===== config.mk =====
export PLATFORM = sky130hd
export DESIGN_NAME = filter_glb_ctrl
export DESIGN_NICKNAME = d
export VERILOG_FILES = /design/src/rtl/filter_glb_pkg.sv /design/src/rtl/filter_out_buf.sv /design/src/rtl/filter_glb_ctrl.sv
export SDC_FILE = /design/constraint.sdc
export NUM_CORES = 1
export LEC_CHECK = 0
export BUFFER_PORTS_ARGS = -buffer_cell sky130_fd_sc_hd__buf_2
export CORE_ASPECT_RATIO = 0.6
export CORE_MARGIN = 2
export CORE_UTILIZATION = 45
export CTS_CLUSTER_DIAMETER = 100
export DETAILED_ROUTE_END_ITERATION = 7
export PLACE_DENSITY_LB_ADDON = 0.3
export SLEW_MARGIN = 20
export SYNTH_ARGS = -nofsm -noshare
export SYNTH_HDL_FRONTEND = slang
export SYNTH_SLANG_ARGS = --single-unit

===== constraint.sdc =====
create_clock -name clk -period 3.03 [get_ports clk]
set_input_delay 0.4545 -clock clk [delete_from_list [all_inputs] [get_ports clk]]
set_output_delay 0.4545 -clock clk [all_outputs]
set_load 0.005 [all_outputs]

===== src/rtl/filter_glb_pkg.sv =====
// Shared types and constants for the filter global-buffer sequencer.
package filter_glb_pkg;

  typedef enum logic [2:0] {
    S_IDLE,
    S_LOAD,
    S_SERVE,
    S_DRAIN,
    S_DONE
  } state_t;

  localparam int PASS_WIDTH    = 8;
  localparam int OUT_BUF_DEPTH = 2;
  localparam int LANES         = 4;
  localparam int LANE_SHIFT    = $clog2(LANES);

endpackage


===== src/rtl/filter_out_buf.sv =====
// Small synchronous FIFO holding port-B read data until the PE array takes it.
module filter_out_buf
  import filter_glb_pkg::*;
#(
  parameter  int DATA_WIDTH = 16,
  parameter  int DEPTH      = OUT_BUF_DEPTH,
  localparam int PTR_W      = (DEPTH > 1) ? $clog2(DEPTH) : 1,
  localparam int OCC_W      = $clog2(DEPTH + 1)
) (
  input  logic                  clk,
  input  logic                  rst_n,
  input  logic                  push,
  input  logic [DATA_WIDTH-1:0] din,
  input  logic                  pop,
  output logic [DATA_WIDTH-1:0] dout,
  output logic                  empty,
  output logic [OCC_W-1:0]      occ
);

  logic [DEPTH-1:0][DATA_WIDTH-1:0] mem;
  logic [PTR_W-1:0]                 wr_ptr, rd_ptr;
  logic                             full, do_push, do_pop;

  function automatic logic [PTR_W-1:0] ptr_inc(input logic [PTR_W-1:0] p);
    return (p == PTR_W'(DEPTH - 1)) ? '0 : p + 1'b1;
  endfunction

  assign full    = (occ == OCC_W'(DEPTH));
  assign empty   = (occ == '0);
  assign do_push = push && !full;
  assign do_pop  = pop && !empty;
  assign dout    = mem[rd_ptr];

  // Storage is cleared on reset so pe_data reads 0 until the first push.
  always_ff @(posedge clk or negedge rst_n) begin
    if (!rst_n) begin
      mem    <= '0;
      wr_ptr <= '0;
      rd_ptr <= '0;
      occ    <= '0;
    end else begin
      if (do_push) begin
        mem[wr_ptr] <= din;
        wr_ptr      <= ptr_inc(wr_ptr);
      end
      if (do_pop) rd_ptr <= ptr_inc(rd_ptr);
      occ <= occ + OCC_W'(do_push) - OCC_W'(do_pop);
    end
  end

endmodule


===== src/rtl/filter_glb_ctrl.sv =====
// Filter GLB sequencer: loads packed words into the buffer via port A, then
// streams weights out of port B to the PE array for a number of passes.
module filter_glb_ctrl
  import filter_glb_pkg::*;
#(
  parameter  int DATA_WIDTH = 16,
  parameter  int FIFO_WIDTH = 64,
  parameter  int MEM_DEPTH  = 16,
  localparam int ADDR_WIDTH = $clog2(MEM_DEPTH)
) (
  input  logic                  clk,
  input  logic                  rst_n,
  input  logic                  start,
  input  logic [ADDR_WIDTH:0]   cfg_num_elems,
  input  logic [PASS_WIDTH-1:0] cfg_num_passes,
  output logic                  busy,
  output logic                  done,
  input  logic                  fifo_empty,
  input  logic [FIFO_WIDTH-1:0] fifo_dout,
  output logic                  fifo_rd_en,
  output logic                  glb_we_a,
  output logic                  glb_re_a,
  output logic [ADDR_WIDTH-1:0] glb_addr_a,
  output logic [FIFO_WIDTH-1:0] glb_wdata_a,
  output logic                  glb_we_b,
  output logic                  glb_re_b,
  output logic [ADDR_WIDTH-1:0] glb_addr_b,
  input  logic [DATA_WIDTH-1:0] glb_rdata_b,
  output logic [DATA_WIDTH-1:0] pe_data,
  output logic                  pe_valid,
  input  logic                  pe_ready
);

  localparam int OCC_W = $clog2(OUT_BUF_DEPTH + 1);
  localparam int CNT_W = ADDR_WIDTH + 1;

  state_t                state, nxt;
  logic [CNT_W-1:0]      n_q, n_in, nwords, wcnt;
  logic [PASS_WIDTH-1:0] p_q, p_in, pass_cnt;
  logic [ADDR_WIDTH-1:0] rd_addr;
  logic                  rd_pend;
  logic [OCC_W-1:0]      occ;
  logic                  buf_empty, hs, credit_ok, last_elem, last_pass;

  assign n_in      = (cfg_num_elems > CNT_W'(MEM_DEPTH)) ? CNT_W'(MEM_DEPTH) : cfg_num_elems;
  assign p_in      = (cfg_num_passes == '0) ? PASS_WIDTH'(1) : cfg_num_passes;
  assign nwords    = (n_q + CNT_W'(LANES - 1)) >> LANE_SHIFT;
  assign hs        = pe_valid && pe_ready;
  // Buffer slots not yet spoken for by stored data or an outstanding read.
  assign credit_ok = ({1'b0, occ} + (OCC_W + 1)'(rd_pend)) < (OCC_W + 1)'(OUT_BUF_DEPTH);
  assign last_elem = ({1'b0, rd_addr} == n_q - 1'b1);
  assign last_pass = (pass_cnt == p_q - 1'b1);

  assign busy        = (state == S_LOAD) || (state == S_SERVE) || (state == S_DRAIN);
  assign done        = (state == S_DONE);
  assign glb_re_a    = 1'b0;
  assign glb_we_b    = 1'b0;
  assign glb_we_a    = fifo_rd_en;
  assign glb_wdata_a = fifo_rd_en ? fifo_dout : '0;
  assign glb_addr_a  = ADDR_WIDTH'({wcnt, {LANE_SHIFT{1'b0}}});
  assign glb_addr_b  = rd_addr;
  assign pe_valid    = !buf_empty;

  always_ff @(posedge clk or negedge rst_n) begin
    if (!rst_n) state <= S_IDLE;
    else        state <= nxt;
  end

  always_comb begin
    nxt        = state;
    fifo_rd_en = 1'b0;
    glb_re_b   = 1'b0;
    unique case (state)
      // An empty job skips straight to the drain check so busy still spans
      // one cycle and done lands two cycles after start.
      S_IDLE:  if (start) nxt = (n_in == '0) ? S_DRAIN : S_LOAD;
      S_LOAD: begin
        fifo_rd_en = !fifo_empty;
        if (fifo_rd_en && (wcnt == nwords - 1'b1)) nxt = S_SERVE;
      end
      S_SERVE: begin
        glb_re_b = credit_ok || hs;
        if (glb_re_b && last_elem && last_pass) nxt = S_DRAIN;
      end
      // Look ahead one cycle so done follows the final handshake directly.
      S_DRAIN: if (!rd_pend && ((occ == '0) || ((occ == OCC_W'(1)) && hs))) nxt = S_DONE;
      S_DONE:  nxt = S_IDLE;
      default: nxt = S_IDLE;
    endcase
  end

  always_ff @(posedge clk or negedge rst_n) begin
    if (!rst_n) begin
      n_q      <= '0;
      p_q      <= '0;
      wcnt     <= '0;
      rd_addr  <= '0;
      pass_cnt <= '0;
      rd_pend  <= 1'b0;
    end else begin
      rd_pend <= glb_re_b;
      if (state == S_IDLE && start) begin
        n_q      <= n_in;
        p_q      <= p_in;
        wcnt     <= '0;
        rd_addr  <= '0;
        pass_cnt <= '0;
      end
      if (fifo_rd_en) wcnt <= wcnt + 1'b1;
      if (glb_re_b) begin
        if (last_elem) begin
          rd_addr  <= '0;
          pass_cnt <= pass_cnt + 1'b1;
        end else begin
          rd_addr  <= rd_addr + 1'b1;
        end
      end
    end
  end

  filter_out_buf #(
    .DATA_WIDTH(DATA_WIDTH),
    .DEPTH     (OUT_BUF_DEPTH)
  ) u_out_buf (
    .clk  (clk),
    .rst_n(rst_n),
    .push (rd_pend),
    .din  (glb_rdata_b),
    .pop  (hs),
    .dout (pe_data),
    .empty(buf_empty),
    .occ  (occ)
  );

endmodule


### Word-level counts from Yosys, hierarchy flattened

Cells that the tools add are included.

* register bits: 70
* latch bits: 0
* bits in writable memories: 0
* bits in read-only memories: 0
* input port bits: 98
* output and inout port bits: 96
* word-level logic and storage cells: 93
* memories kept: 0

* $add $sub $neg: 12
* multiply operators: 0
* divide/modulo/power cells: 0
* $lt $le $gt $ge: 5
* equality and inequality tests: 13
* shift operators: 0
* muxes and demuxes: 26
* bitwise operators: 0
* reductions and logical operators: 25

Operators with widths (number)
* 64-bit two-way mux: 1
* 16-bit two-way mux: 3
* 32-bit bitwise mux: 1
* 8-bit two-way mux: 4
* 16-bit demux with 1-bit select: 1
* 5-bit two-way mux: 3
* 3-bit two-way mux: 4
* 4-bit two-way mux: 3
* 3-bit case mux with 4 select lines: 1
* 1-bit logical AND: 10
* 8-bit by 1-bit adder with 8-bit output (second input constant): 1
* 8-bit == test: 1
* 8-bit logical NOT: 1
* 8-bit by 1-bit subtractor with 8-bit output (second input constant): 1
* 3-bit by 2-bit == test with 1-bit output (second input constant): 2
* 2-bit by 1-bit inequality test with 1-bit output (second input constant): 3
* 5-bit by 1-bit adder with 5-bit output (second input constant): 1
* 5-bit by 2-bit adder with 5-bit output (second input constant): 1
* 4-bit by 5-bit == test with 1-bit output: 1
* 5-bit == test: 1
* 5-bit greater-than comparator (second input constant): 1
* 5-bit logical NOT: 1
* 5-bit by 1-bit subtractor with 5-bit output (second input constant): 1
* 4-bit by 1-bit adder with 4-bit output (second input constant): 1
* other kinds (21): 33

### Depth between registers and ports, before layout

* word-level depth: 8
* gate-level depth with buffers: 10
* depth with buffers taken out: 8

### Hierarchy

A second synthesis with hierarchy kept.

* cell total of the unflattened synthesis: 415
* area total of the unflattened synthesis: 4295.4 um^2

Modules (own cells, without submodules)
* filter_glb_ctrl: instances 1, cells an instance 312, area each 2607.5 um^2, sequential area each 850.8 um^2
* filter_out_buf: instances 1, cells an instance 103, area each 1687.9 um^2, sequential area each 900.9 um^2

### Least setup slack after synthesis

OpenSTA, ideal clock, no wires.

* path kind: register to register
* start point: register n_q[0]
* end point: register pass_cnt[5]
* library setup time: 0.079 ns
* arrival time: 2.408 ns
* data required time: 2.951 ns
* setup slack: 0.543 ns
* cell stages (with the launch flop): 11
* path buffers: 2
* period minus slack after synthesis: 2.487 ns
* path through: dfrtp_1 > clkbuf_1 > inv_1 > ha_1 > buf_2 > or3b_1 > a211oi_1 > o2111ai_1 > nor3_1 > and3_1 > mux2i_1

* longest elaborated chain between the ends: 4

Ends and longest elaborated chain
* from (decl): line filter_glb_ctrl.sv:38 `logic [CNT_W-1:0] n_q, n_in, nwords, wcnt;`
* from (signal assigned): line filter_glb_ctrl.sv:103 `n_q <= n_in;`
* 5-bit by 1-bit subtractor with 5-bit output: line filter_glb_ctrl.sv:51 `assign last_elem = ({1'b0, rd_addr} == n_q - 1'b1);`
* 4-bit by 5-bit == test with 1-bit output: line filter_glb_ctrl.sv:51
* 8-bit two-way mux: line filter_glb_ctrl.sv:111 `if (last_elem) begin`
* 8-bit two-way mux: line filter_glb_ctrl.sv:110 `if (glb_re_b) begin`
* to (signal assigned): line filter_glb_ctrl.sv:113 `pass_cnt <= pass_cnt + 1'b1;`
* to (decl): line filter_glb_ctrl.sv:39 `logic [PASS_WIDTH-1:0] p_q, p_in, pass_cnt;`

No other way between the ends.
A chain may end at the register's enable or synchronous reset.

### Final worst setup path

* start point: register n_q[0]
* end point: register pass_cnt[7]

The elaborated chain is that of the path after synthesis.

==> impl_metrics.csv <==
group,metric,value,unit
die,die_h,78.5,um
logic_synthesis,synth_compound_area_share,7.85,%
sta,rsz0062_at_grt,"false",
sta,drv_slew,0,
sta,setup_violations,0,
logic_synthesis,synth_top_family_by_area,"simple AND/OR/NAND/NOR gates",
clocking,cts.clk_slew.worst_paths,60,ps
logic_synthesis,synthTopCellsByArea,"dfrtp_1 (42%), mux2_2 (15%), and2_1 (9.9%)",
clocking,cts_buffers,9,
flow_run,cap_violations,0,
pwr,vdd_drop_max,406,uV
logic_synthesis,synthMuxAreaShare,17.6,%
die,die-area,0.0101,mm^2
sta,fin_crit_sh,88.5,%
setup_path,crit_slowest_cell,"dfrtp_1",
sta,slew_headroom,43.6,%
drt,postRouteAntennaNets,0,
run_status,status,"complete, no violations",
die,core_area,0.00909,mm^2
layout,syn2layout_area_growth,32.4,%
global_route,grt_max_degree,67,
setup_path,critical_path_class,"register to register",
drt,finalWirelength,11500,um
clocking,postCtsSetupBuffers,0,
setup_path,worstPathArrival,2930,ps
setup_path,crit_required,3280,ps
sta,hold_viol,0,
logic_synthesis,synth_seq_cells,70,
die,row_count,27,
pwr,p_per_area,956,mW/mm^2
setup_path,path_cells,"inv_1, ha_1, or3b_1, a211oi_1, o2111ai_1, nor3_1, and3_1, mux2i_1",
logic_synthesis,ys_types,50,
sta,final.setup.worst_slack,350,ps
layout,fill_cells,805,
logic_synthesis,synth-edff-count,0,
logic_synthesis,synthFlopType,"dfrtp_1",
place,dp_hpwl,8900,um
global_route,grt_pass1_vias,3476,
pwr,p_leak,2.83,nW
logic_synthesis,syn-mean-instance-area,10.2,um^2
sta,max_freq,373,MHz
global_route,gr-total-overflow,0,
place,gp_congestion,0.896,
setup_path,crit_path_end_kind,"register",
global_route,antenna_found_initial,0,
drt,dr.pass1.iters,4,
clocking,clk_path_buf_depth,2,
logic_synthesis,synthTopCellsByCount,"dfrtp_1 (70), and2_1 (66), mux2_2 (57)",
sta,period_needed,2680,ps
layout,diodes,0,
setup_path,crit_buf_inv,1,
drt,viasPerCell,5.07,
logic_synthesis,ys_warn_count,0,
die,die_width,128,um
logic_synthesis,synth-async-reset-ratio,100,%
logic_synthesis,synth-seq-area-share,42.1,%
sta,setup_tns,0,ps
drt,avgRoutedWirePerCell,16.1,um
clocking,cts_tree,"built",
logic_synthesis,yosysTopAreaCell,"dfrtp_1",
hold_path,hp-class,"input port to asynchronous set/reset pin",
setup_path,critPathLaunchType,"register",
die,pin_count,194,
logic_synthesis,synthSimpleGateAreaFrac,21.3,%
clocking,cts_hold_buf,0,
drt,vias,3602,
global_route,grt_pass1_wl,17900,um
setup_path,max_stage_delay,460,ps
drt,drt_iter0_markers,275,
clocking,htree_num_levels,3,
clocking,cts_resized,0,
layout,nets,695,
logic_synthesis,synth_xor_area_share,4.84,%
sta,tightest_slew,846,ps
place,port-buffer-count,189,
logic_synthesis,netlist_area,0.00416,mm^2
setup_path,crit_family,"simple AND/OR/NAND/NOR gates",
logic_synthesis,yosysMostFrequentCell,"dfrtp_1",
clocking,cts_root_buf,"clkbuf_16",
logic_synthesis,synth_top_area_share,42.1,%
logic_synthesis,synthCells,407,
sta,skew,6.51,ps
global_route,grt_use_total,22.7,%
place,dp_slack,368,ps
logic_synthesis,synthAdderAreaFrac,2.11,%
die,start_util,45.8,%
setup_path,critical_path.max_fanout,10,
drt,drc,0,
clocking,clock_latency,330,ps
clocking,clock-sinks,70,
layout,drive_gt1_share,45.9,%
==> placed cells by master, fill, tap and decap left out, types with 2 or more instances in the layout <==
| master | n |
|---|---|
| mux2_2 | 57 |
| o211ai_1 | 3 |
| nand2b_1 | 11 |
| inv_1 | 12 |
| ha_1 | 7 |
| buf_2 | 189 |
| and3_1 | 4 |
| or3_1 | 2 |
| nor2b_1 | 3 |
| xnor2_1 | 16 |
| nand3_1 | 8 |
| o21ai_0 | 11 |
| o2bb2ai_1 | 2 |
| dfrtp_1 | 70 |
| xor2_1 | 7 |
| conb_1 | 4 |
| a21oi_1 | 8 |
| nor3_1 | 6 |
| or4_1 | 4 |
| clkbuf_8 | 2 |
| nor4_1 | 4 |
| a22o_1 | 4 |
| clkinv_2 | 2 |
| mux2i_1 | 9 |
| and2_1 | 66 |
| buf_4 | 5 |
| nor2_1 | 14 |
| nand4_1 | 3 |
| nand2_1 | 24 |
| a211oi_1 | 3 |
| clkbuf_16 | 9 |
==> layout make-up <==
cell class / count / area [um^2] / area share, %
Tap cell: 116 / 145 / 2.63
Inverter: 12 / 45.0 / 0.818
Clock inverter: 5 / 56.3 / 1.02
Clock buffer: 11 / 253 / 4.59
Timing Repair Buffer: 195 / 1000 / 18.2
Multi-Input combinational cell: 302 / 2250 / 40.9
Sequential cell: 70 / 1750 / 31.8
==> flip-flops by register name (all words and copies together), names as in the netlist <==
register / flops
rd_pend: 1
p_q: 8
state: 3
u_out_buf.mem: 32
pass_cnt: 8
u_out_buf.occ: 2
glb_addr_b: 4
wcnt: 5
u_out_buf.rd_ptr: 1
u_out_buf.wr_ptr: 1
n_q: 5
==> report_power, final <==
part | internal [mW] | leakage (nW) | switching [mW] | total (mW)
logic | 1.30 | 1.80 | 1.10 | 2.40
clock network | 0.682 | 0.152 | 0.403 | 1.08
registers | 1.34 | 0.870 | 0.452 | 1.79
total | 3.32 | 2.83 | 1.95 | 5.27
==> logic make-up (layout without fill, tap and decap cells) <==
kind of cell               after synthesis  count (layout)
and+or+nand+nor                        156             156
DFF                                     70              70
muxes                                   66              66
AOI/OAI and AO/OA                       46              46
buffers and inverters                   38             223
xor gates and xnor gates                23              23
adders and majority gates                7               7
other                                    1               4
==> routing by layer <==
layer  global-route usage [%]  share of wire, %  vias to the layer above  wire [um]
li1                         -                 -                     1764          -
met3                     4.77               5.6                        6        637
met5                        0                 0                        -          0
met4                     4.84              0.45                        0         51
met2                     33.2                46                      103       5250
met1                     34.6                48                     1729       5520
==> per-stage QoR <==
stage | hold slack (ps) | instances | utilization [%] | area, um^2 | power, mW
global placement | 481 | 695 | 57.2 | 5200 | 4.03
global route | 299 | 711 | 60.6 | 5510 | 5.63
CTS | 253 | 711 | 60.6 | 5510 | 5.28
finish | 227 | 711 | 60.6 | 5510 | 5.27
floorplan | 159 | 410 | - | 4170 | 3.32
detailed placement | 491 | 695 | 57.2 | 5200 | 4.16
==> final timing paths <==
path,to,slack (ps),depth (start not counted),from
max,pass_cnt[7],350,8,n_q[0]
min in group clk,u_out_buf.mem[16],370,2,glb_rdata_b[0]
max in group asynchronous,n_q[3],2020,2,rst_n
min,u_out_buf.mem[12],230,1,rst_n
max reg2reg,pass_cnt[7],350,8,n_q[0]
min reg2reg,u_out_buf.mem[26],500,1,u_out_buf.mem[26]
Power figures use the tool's default switching activity.
